### src/rtl/iz_param_loader_multi_pkg.sv
// Shared state encodings, reset defaults and frame geometry for the
// Izhikevich parameter loader.
package iz_pkg;

    localparam logic [2:0] ST_IDLE     = 3'd0;
    localparam logic [2:0] ST_HDR      = 3'd1;
    localparam logic [2:0] ST_DATA     = 3'd2;
    localparam logic [2:0] ST_PARITY   = 3'd3;
    localparam logic [2:0] ST_CHECK    = 3'd4;
    localparam logic [2:0] ST_WAIT_LOW = 3'd5;

    function automatic int default_a(input int scale);
        return (scale > 0) ? 1 : 1;
    endfunction

    function automatic int default_b(input int scale);
        return (scale > 0) ? 13 : 13;
    endfunction

    function automatic int default_c(input int scale);
        return -65 * scale;
    endfunction

    function automatic int default_d(input int scale);
        return 2 * scale;
    endfunction

    // bcast + address + four raw fields + parity
    function automatic int frame_len(input int addr_w, input int raw_w);
        return 1 + addr_w + 4 * raw_w + 1;
    endfunction

endpackage

### src/rtl/iz_param_loader_multi_scaler.sv
// Combinational mapping of the raw a/b/c/d fields onto fixed-point neuron
// parameters.
module iz_param_scaler #(
    parameter int RAW_W   = 8,
    parameter int PARAM_W = 16,
    parameter int SCALE   = 64
) (
    input  logic [RAW_W-1:0]   raw_a_i,
    input  logic [RAW_W-1:0]   raw_b_i,
    input  logic [RAW_W-1:0]   raw_c_i,
    input  logic [RAW_W-1:0]   raw_d_i,
    output logic [PARAM_W-1:0] a_o,
    output logic [PARAM_W-1:0] b_o,
    output logic [PARAM_W-1:0] c_o,
    output logic [PARAM_W-1:0] d_o
);

    logic signed [RAW_W-1:0] b_off;
    logic signed [RAW_W-1:0] b_sh;
    logic [6:0]              c_sum;
    logic                    unused_lsbs;

    // Flipping the MSB is the same as subtracting 2^(RAW_W-1) in two's complement.
    assign b_off = {~raw_b_i[RAW_W-1], raw_b_i[RAW_W-2:0]};
    assign b_sh  = b_off >>> (RAW_W - 6);
    assign c_sum = 7'd40 + 7'(raw_c_i[RAW_W-1 -: 5]);

    assign a_o = PARAM_W'(raw_a_i[RAW_W-1 -: 4]) + PARAM_W'(1);
    assign b_o = {{(PARAM_W-RAW_W){b_sh[RAW_W-1]}}, b_sh};
    assign c_o = PARAM_W'(0) - PARAM_W'(c_sum) * PARAM_W'(SCALE);
    assign d_o = PARAM_W'(raw_d_i[RAW_W-1 -: 4]) * PARAM_W'(SCALE);

    assign unused_lsbs = ^{raw_a_i[RAW_W-5:0], raw_c_i[RAW_W-6:0], raw_d_i[RAW_W-5:0]};

endmodule

### src/rtl/iz_param_loader_multi.sv
// Framed serial loader that commits scaled a/b/c/d atomically to one neuron
// or to every neuron on broadcast; bad or aborted frames are dropped.
module iz_param_loader_multi
    import iz_pkg::*;
#(
    parameter int NUM_NEURONS = 4,
    parameter int ADDR_W      = $clog2(NUM_NEURONS),
    parameter int RAW_W       = 8,
    parameter int PARAM_W     = 16,
    parameter int SCALE       = 64
) (
    input  logic                           clk,
    input  logic                           reset_n,
    input  logic                           enable,
    input  logic                           serial_data_in,
    input  logic                           load_enable,
    output logic [NUM_NEURONS*PARAM_W-1:0] param_a_flat,
    output logic [NUM_NEURONS*PARAM_W-1:0] param_b_flat,
    output logic [NUM_NEURONS*PARAM_W-1:0] param_c_flat,
    output logic [NUM_NEURONS*PARAM_W-1:0] param_d_flat,
    output logic [NUM_NEURONS-1:0]         params_ready,
    output logic                           busy,
    output logic                           commit_pulse,
    output logic                           err_pulse,
    output logic [7:0]                     err_count,
    output logic [2:0]                     load_state
);

    localparam int FRAME_LEN = frame_len(ADDR_W, RAW_W);
    localparam int DATA_W    = FRAME_LEN - ADDR_W - 2;
    localparam int CNT_W     = $clog2(DATA_W + 1);

    logic [2:0]             state_q, state_d;
    logic                   le_prev_q;
    logic                   bcast_q, bcast_d;
    logic [ADDR_W-1:0]      addr_q, addr_d, addr_nx;
    logic [DATA_W-1:0]      data_q, data_d;
    logic                   par_q, par_d;
    logic [CNT_W-1:0]       cnt_q, cnt_d;
    logic [NUM_NEURONS-1:0] tgt_q, tgt_d, ready_q, ready_d;
    logic                   commit_q, commit_d, err_q, err_d;
    logic [7:0]             errcnt_q, errcnt_d;
    logic                   sample, abort, valid;

    logic [NUM_NEURONS-1:0][PARAM_W-1:0] a_q, b_q, c_q, d_q;
    logic [PARAM_W-1:0]                  sa, sb, sc, sd;

    iz_param_scaler #(.RAW_W(RAW_W), .PARAM_W(PARAM_W), .SCALE(SCALE)) u_scaler (
        .raw_a_i (data_q[DATA_W-1 -: RAW_W]),
        .raw_b_i (data_q[3*RAW_W-1 -: RAW_W]),
        .raw_c_i (data_q[2*RAW_W-1 -: RAW_W]),
        .raw_d_i (data_q[RAW_W-1:0]),
        .a_o     (sa),
        .b_o     (sb),
        .c_o     (sc),
        .d_o     (sd)
    );

    assign sample  = enable && load_enable;
    assign abort   = enable && !load_enable;
    assign addr_nx = ADDR_W'({addr_q, serial_data_in});
    assign valid   = !par_q && (bcast_q || int'(addr_q) < NUM_NEURONS);

    always_comb begin
        state_d  = state_q;
        bcast_d  = bcast_q;
        addr_d   = addr_q;
        data_d   = data_q;
        par_d    = par_q;
        cnt_d    = cnt_q;
        tgt_d    = tgt_q;
        ready_d  = ready_q;
        errcnt_d = errcnt_q;
        commit_d = 1'b0;
        err_d    = 1'b0;
        case (state_q)
            ST_IDLE: if (sample && !le_prev_q) begin
                bcast_d = serial_data_in;
                par_d   = serial_data_in;
                addr_d  = '0;
                cnt_d   = '0;
                state_d = ST_HDR;
            end
            ST_HDR, ST_DATA, ST_PARITY: begin
                if (abort) begin
                    err_d   = 1'b1;
                    ready_d = '1;
                    state_d = ST_IDLE;
                    if (errcnt_q != 8'hFF) errcnt_d = errcnt_q + 8'd1;
                end else if (sample) begin
                    par_d = par_q ^ serial_data_in;
                    cnt_d = cnt_q + CNT_W'(1);
                    if (state_q == ST_HDR) begin
                        addr_d = addr_nx;
                        if (cnt_q == CNT_W'(ADDR_W - 1)) begin
                            // An out-of-range unicast address selects nobody.
                            for (int k = 0; k < NUM_NEURONS; k++)
                                tgt_d[k] = bcast_q || (int'(addr_nx) == k);
                            ready_d = ready_q & ~tgt_d;
                            cnt_d   = '0;
                            state_d = ST_DATA;
                        end
                    end else if (state_q == ST_DATA) begin
                        data_d = {data_q[DATA_W-2:0], serial_data_in};
                        if (cnt_q == CNT_W'(DATA_W - 1)) state_d = ST_PARITY;
                    end else begin
                        state_d = ST_CHECK;
                    end
                end
            end
            ST_CHECK: if (enable) begin
                commit_d = valid;
                err_d    = !valid;
                if (!valid && errcnt_q != 8'hFF) errcnt_d = errcnt_q + 8'd1;
                ready_d  = '1;
                state_d  = load_enable ? ST_WAIT_LOW : ST_IDLE;
            end
            ST_WAIT_LOW: if (!load_enable) state_d = ST_IDLE;
            default: state_d = ST_IDLE;
        endcase
    end

    always_ff @(posedge clk or negedge reset_n) begin
        if (!reset_n) begin
            state_q   <= ST_IDLE;
            le_prev_q <= 1'b0;
            bcast_q   <= 1'b0;
            addr_q    <= '0;
            data_q    <= '0;
            par_q     <= 1'b0;
            cnt_q     <= '0;
            tgt_q     <= '0;
            ready_q   <= '1;
            commit_q  <= 1'b0;
            err_q     <= 1'b0;
            errcnt_q  <= '0;
        end else begin
            state_q   <= state_d;
            le_prev_q <= load_enable;
            bcast_q   <= bcast_d;
            addr_q    <= addr_d;
            data_q    <= data_d;
            par_q     <= par_d;
            cnt_q     <= cnt_d;
            tgt_q     <= tgt_d;
            ready_q   <= ready_d;
            commit_q  <= commit_d;
            err_q     <= err_d;
            errcnt_q  <= errcnt_d;
        end
    end

    always_ff @(posedge clk or negedge reset_n) begin
        if (!reset_n) begin
            for (int k = 0; k < NUM_NEURONS; k++) begin
                a_q[k] <= PARAM_W'(default_a(SCALE));
                b_q[k] <= PARAM_W'(default_b(SCALE));
                c_q[k] <= PARAM_W'(default_c(SCALE));
                d_q[k] <= PARAM_W'(default_d(SCALE));
            end
        end else if (commit_d) begin
            for (int k = 0; k < NUM_NEURONS; k++) begin
                if (tgt_q[k]) begin
                    a_q[k] <= sa;
                    b_q[k] <= sb;
                    c_q[k] <= sc;
                    d_q[k] <= sd;
                end
            end
        end
    end

    assign param_a_flat = a_q;
    assign param_b_flat = b_q;
    assign param_c_flat = c_q;
    assign param_d_flat = d_q;
    assign params_ready = ready_q;
    assign busy         = (state_q == ST_HDR) || (state_q == ST_DATA) ||
                          (state_q == ST_PARITY) || (state_q == ST_CHECK);
    assign commit_pulse = commit_q;
    assign err_pulse    = err_q;
    assign err_count    = errcnt_q;
    assign load_state   = state_q;

endmodule

### config.mk
export PLATFORM = sky130hd
export DESIGN_NAME = iz_param_loader_multi
export DESIGN_NICKNAME = d
export VERILOG_FILES = /design/src/rtl/iz_param_loader_multi_pkg.sv /design/src/rtl/iz_param_loader_multi_scaler.sv /design/src/rtl/iz_param_loader_multi.sv
export SDC_FILE = /design/constraint.sdc
export NUM_CORES = 1
export LEC_CHECK = 0
export BUFFER_PORTS_ARGS = -buffer_cell sky130_fd_sc_hd__buf_2
export CORE_MARGIN = 10
export CORE_UTILIZATION = 50
export CTS_CLUSTER_SIZE = 30
export DETAILED_ROUTE_END_ITERATION = 8
export GPL_ROUTABILITY_DRIVEN = 0
export PLACE_DENSITY = 0.81
export SETUP_SLACK_MARGIN = 0.3
export SLEW_MARGIN = 15
export SYNTH_ARGS = -nofsm -noshare
export SYNTH_HDL_FRONTEND = slang
export SYNTH_SLANG_ARGS = --single-unit
### constraint.sdc
create_clock -name clk -period 2.1 [get_ports clk]
set_input_delay 0.42 -clock clk [delete_from_list [all_inputs] [get_ports clk]]
set_output_delay 0.42 -clock clk [all_outputs]
set_load 0.02 [all_outputs]
Word level (Yosys, flattened, before mapping)
Cells that the tools add are included.

Register bits: 231. Input bits: 5. Word-level logic and storage cells: 137.

Multiplexer cells: 42. Add/sub/neg operators: 5. Bitwise logic cells: 6. Equal/unequal tests: 25. Reductions and logical operators: 31.

Operator list (count): two-way mux 8 bit (4); two-way mux 3 bit (10); two-way mux 6 bit (5); AND reduction 5 bit (5); two-way mux 4 bit (5); != test 2 bit (second input constant) (9); case mux 8 bit (2 select lines) (1); subtractor 1 x 13 -> 14 bit (first input constant) (1); case mux 3 bit (4 select lines) (1); case mux 6 bit (2 select lines) (1); two-way mux 1 bit (11); AND reduction 2 bit (5); != test 3 bit (second input constant) (3); adder 8 x 1 -> 8 bit (second input constant) (1); != test 8 bit (second input constant) (1); case mux 4 bit (2 select lines) (1); adder 6 x 5 -> 7 bit (first input constant) (1); logical OR 1 bit (7); adder 6 x 1 -> 6 bit (second input constant) (1); == test 3 x 2 -> 1 bit (second input constant) (2); == test 3 bit (second input constant) (2); == test 6 x 1 -> 1 bit (second input constant) (1); == test 6 x 5 -> 1 bit (second input constant) (1); case mux 1 bit (2 select lines) (3); other kinds (18) (27).

Longest topological paths before layout
Depth after elaboration: 9. Depth in mapped cells: 7. Gate-level depth less buffers: 7.

Modules after synthesis
From an unflattened synthesis, not the netlist that was laid out.

Cell total of the unflattened synthesis: 845. Area, all modules: 12995.0 µm².

By module, submodules not included: iz_param_loader_multi (cells an instance 773, seq. area each 8057.7 µm², area each 12462.0 µm², times used 1); iz_param_scaler (cells an instance 72, seq. area each 0.0 µm², area each 533.0 µm², times used 1).

Worst setup path before layout
No wires, ideal clock.

Kind: flip-flop to flip-flop. Start: register state_q[2] (netlist: load_state[2]). End: register data_q[0]. Data required time: 1975 ps. Cell stages (with the launch flop): 5. Arrival: 1610 ps. Slack: 365 ps. Clock period less this slack: 1735 ps. Buffers on the path: 1. Library setup time: 125 ps. Path through: dfrtp_1 nand3b_1 nor2_2 buf_2 mux2_2.

Longest elaborated chain between the ends: 3. Elaborated cells between the ends (all ways): 6. Classes of those cells: 3 x eq/ne; 1 x bitwise; 2 x reduce/logical.

Ends and longest elaborated chain: start: declaration (RTL line iz_param_loader_multi.sv:33) `logic [2:0] state_q, state_d;`; start signal: assignment (RTL line iz_param_loader_multi.sv:138) `state_q <= state_d;`; == test 3 x 1 -> 1 bit (tied with other cells) (RTL line iz_param_loader_multi.sv:76, iz_param_loader_multi.sv:93); OR reduction 3 bit / inverter 1 bit (equally long branches); AND reduction 5 bit (no source line) (*); end signal: assignment (RTL line iz_param_loader_multi.sv:142) `data_q <= data_d;`; end: declaration (RTL line iz_param_loader_multi.sv:37) `logic [DATA_W-1:0] data_q, data_d;`.

Mark *: on every way between the ends. The rest lies on a longest branch, timed or not. A chain may end at the register's enable or synchronous reset.

Worst setup path after layout
Start: register state_q[0] (netlist: load_state[0]). End: output port busy.

Longest elaborated chain between the ends: 4. Elaborated cells between the ends (all ways): 7. Classes of those cells: 4 x eq/ne; 3 x reduce/logical.

Ends and longest elaborated chain: == test 3 x 1 -> 1 bit / == test 3 x 2 -> 1 bit (equally long branches) (RTL line iz_param_loader_multi.sv:178) `assign busy = (state_q == ST_HDR) || (state_q == ST_DATA) ||`; logical OR 1 bit (2 in series) (RTL line iz_param_loader_multi.sv:178); logical OR 1 bit (*) (RTL line iz_param_loader_multi.sv:179) `(state_q == ST_PARITY) || (state_q == ST_CHECK);`; end: declaration (RTL line iz_param_loader_multi.sv:22) `output logic busy,`.

Marked as above.

==> qor.yml <==
status: "finished, final reports clean"
clk_path_buf_depth: 2
worst_pin_slew_ps: 539
cp_max_fo: 13
postSynthAreaPerCell_um2: 11.4
rows: 44
clkLatencyLatePin_ps: 420
grt_pass1_vias: 4730
slew_headroom_pct: 64.1
cts_buffers: 17
hold_end: "le_prev_q"
first_pass_iters: 5
syn_area_um2: 7470
cts_root_buffer: "clkbuf_16"
core_area_um2: 14600
first_iter_violations: 221
fin_area_um2: 8480
critPathLaunchType: "register"
track_usage_pct: 16.4
r2r_start: "load_state[1]"
hp-start: "load_enable"
ys_warn_count: 0
vias: 4627
final_util_pct: 58.1
n_antenna_cell: 0
skew_ps: 13.6
grt-ovfl-total: 0
finalMaxSlewViolations: 0
drc: 0
reg2reg_depth: 5
ys_seq_elements: 151
synth-edff-count: 0
initial_core_util_pct: 51.2
final_cell_count_no_fill: 977
leakage_nw: 4.57
avgRoutedWirePerCell_um: 17.8
max-cap-violations: 0
maxUsedRoutingLayer: "met4"
whs_ps: 221
io_pins: 279
nets: 792
die_w_um: 142
wl_met3_um: 2080
final_common_cell: "buf_2"
final_cell_mix: "buf_2, conb_1, dfrtp_1"
ctsHtreeMaxLevel: 4
criticalPathCategory: "register to output port"
totalWireLength_um: 17400
postRouteAntennaNets: 0
max-vdd-ir-drop_uv: 774
drt-met1-wl_um: 6280
setup_violations: 0
wl_met2_um: 8750
dieHeight_um: 142
grt_start_max_net_pins: 56
avgViaCountPerCell: 4.74
grt_pass1_wl_um: 26400
ys_types: 47
clk_pin_slew_ps: 60
hold_depth: 1
max_freq_ghz: 0.562
hold_class: "input port to register"
cp_data_arrival_time_ps: 1360
fp.dieArea_um2: 20200
reg2reg_to: "tgt_q[0]"
reg2reg_slack_ps: 360
grt_setup_unrepaired: "true"
fin_tns_setup_ps: 0
area_delta_synth_final_pct: 13.5
ys.flop_type: "dfrtp_1"
fin_crit_sh_pct: 84.7
drive_gt1_share_pct: 44.4
synth-seq-area-share_pct: 51.4
grt_antenna_before_repair: 0
postPlaceCellArea_um2: 7770
final-hold-violation-count: 0
io_buffers: 150
clkSinkCount: 151
synthCells: 653
synth-async-reset-ratio_pct: 100
cts_tree: "built"
worstPathRequired_ps: 1680
detailed_place_hpwl_um: 12800
powerDensity_nw_per_um2: 969
layout_min_cycle_time_ps: 1780
dp.cells: 937
end_kind: "output port"
metrics by stage:
step | worst slack, ps | power, mW
floorplan | 365 | 5.00
global placement | 301 | 5.25
detailed placement | 281 | 5.30
CTS | 305 | 8.25
global route | 263 | 8.64
finish | 321 | 8.21
registers in the layout, summed over array words and instances (netlist names), 3 cells and up:
signal        flops
tgt_q             4
load_state        3
param_c_flat     28
err_count         8
param_d_flat     16
data_q           32
params_ready      4
param_a_flat     20
param_b_flat     24
cnt_q             6
worst max path at each step:
stage | from | to | cells after the start
3_5_place_dp | enable | param_b_flat[52] | 6
4_1_cts | load_state[1] | busy | 4
6_report | load_state[0] | busy | 4
5_1_grt | cnt_q[0] | load_state[0] | 6
3_3_place_gp | load_enable | tgt_q[0] | 4
2_1_floorplan | load_state[2] | data_q[0] | 4
cells by family after synthesis:
| family | count (synthesis) | share of synthesized area (%) |
|---|---|---|
| adders and majority gates | 7 | 1.17 |
| xor gates and xnor gates | 13 | 1.52 |
| AOI/OAI and AO/OA | 75 | 5.91 |
| other | 2 | 0.101 |
| DFF | 151 | 51.4 |
| and+or+nand+nor | 115 | 7.50 |
| muxes | 90 | 13.6 |
| buffers and inverters | 200 | 18.8 |
worst max-delay path: stages (launching register included):
cell and delay, ps:
dfrtp_1 390, buf_6 150, nor3_1 180, nor2_1 70, buf_4 150
layer usage:
layer  vias up  track usage (%)
met5         -                0
met4         0             5.43
met3        17             7.48
met2       206             27.5
met1      2244             17.9
li1       2160                -
timing repair:
| item | in CTS | in global routing |
|---|---|---|
| hold buffers | 1 | 0 |
| resized for setup | 6 | 6 |
| buffers inserted | 4 | 2 |
| pin swaps | 1 | 3 |
| hold endpoints to repair | 36 | 0 |
| endpoints found under the setup margin | 2 | 10 |
| gates cloned | 0 | 1 |
area by class of cell:
type	instances	area, um2
tap	184	230
fill	1177	6110
multi-input combinational	428	2750
timing repair buffer	174	1060
inverter	8	30.0
sequential	151	3840
clock buffer	22	484
clock inverter	10	85.1
cells in the mapped netlist (2+ instances only):
library cell | instances | area, um2
ha_1 | 7 | 87.6
and3_1 | 2 | 12.5
nor2_1 | 14 | 52.6
clkbuf_1 | 6 | 22.5
o31ai_1 | 2 | 15.0
nand3_1 | 9 | 45.0
nand2_1 | 53 | 199
conb_1 | 2 | 7.51
a21o_1 | 2 | 15.0
a21oi_1 | 8 | 40.0
xnor2_1 | 4 | 35.0
mux2_2 | 88 | 991
buf_2 | 18 | 90.1
buf_4 | 168 | 1260
nand2b_1 | 3 | 18.8
a22o_1 | 3 | 26.3
and2_1 | 2 | 12.5
inv_1 | 8 | 30.0
nor3b_1 | 2 | 15.0
dfrtp_1 | 103 | 2580
nor3_1 | 8 | 40.0
o21ai_0 | 50 | 250
nand3b_1 | 4 | 30.0
nand4b_1 | 4 | 35.0
or3_1 | 3 | 18.8
xor2_1 | 9 | 78.8
dfstp_2 | 48 | 1260
nor2b_1 | 4 | 25.0
power by group:
part	switching (mW)	internal, mW
clock	1.20	1.66
combinational	1.18	0.627
sequential	0.291	3.25
(Power assumes the default switching activity.)
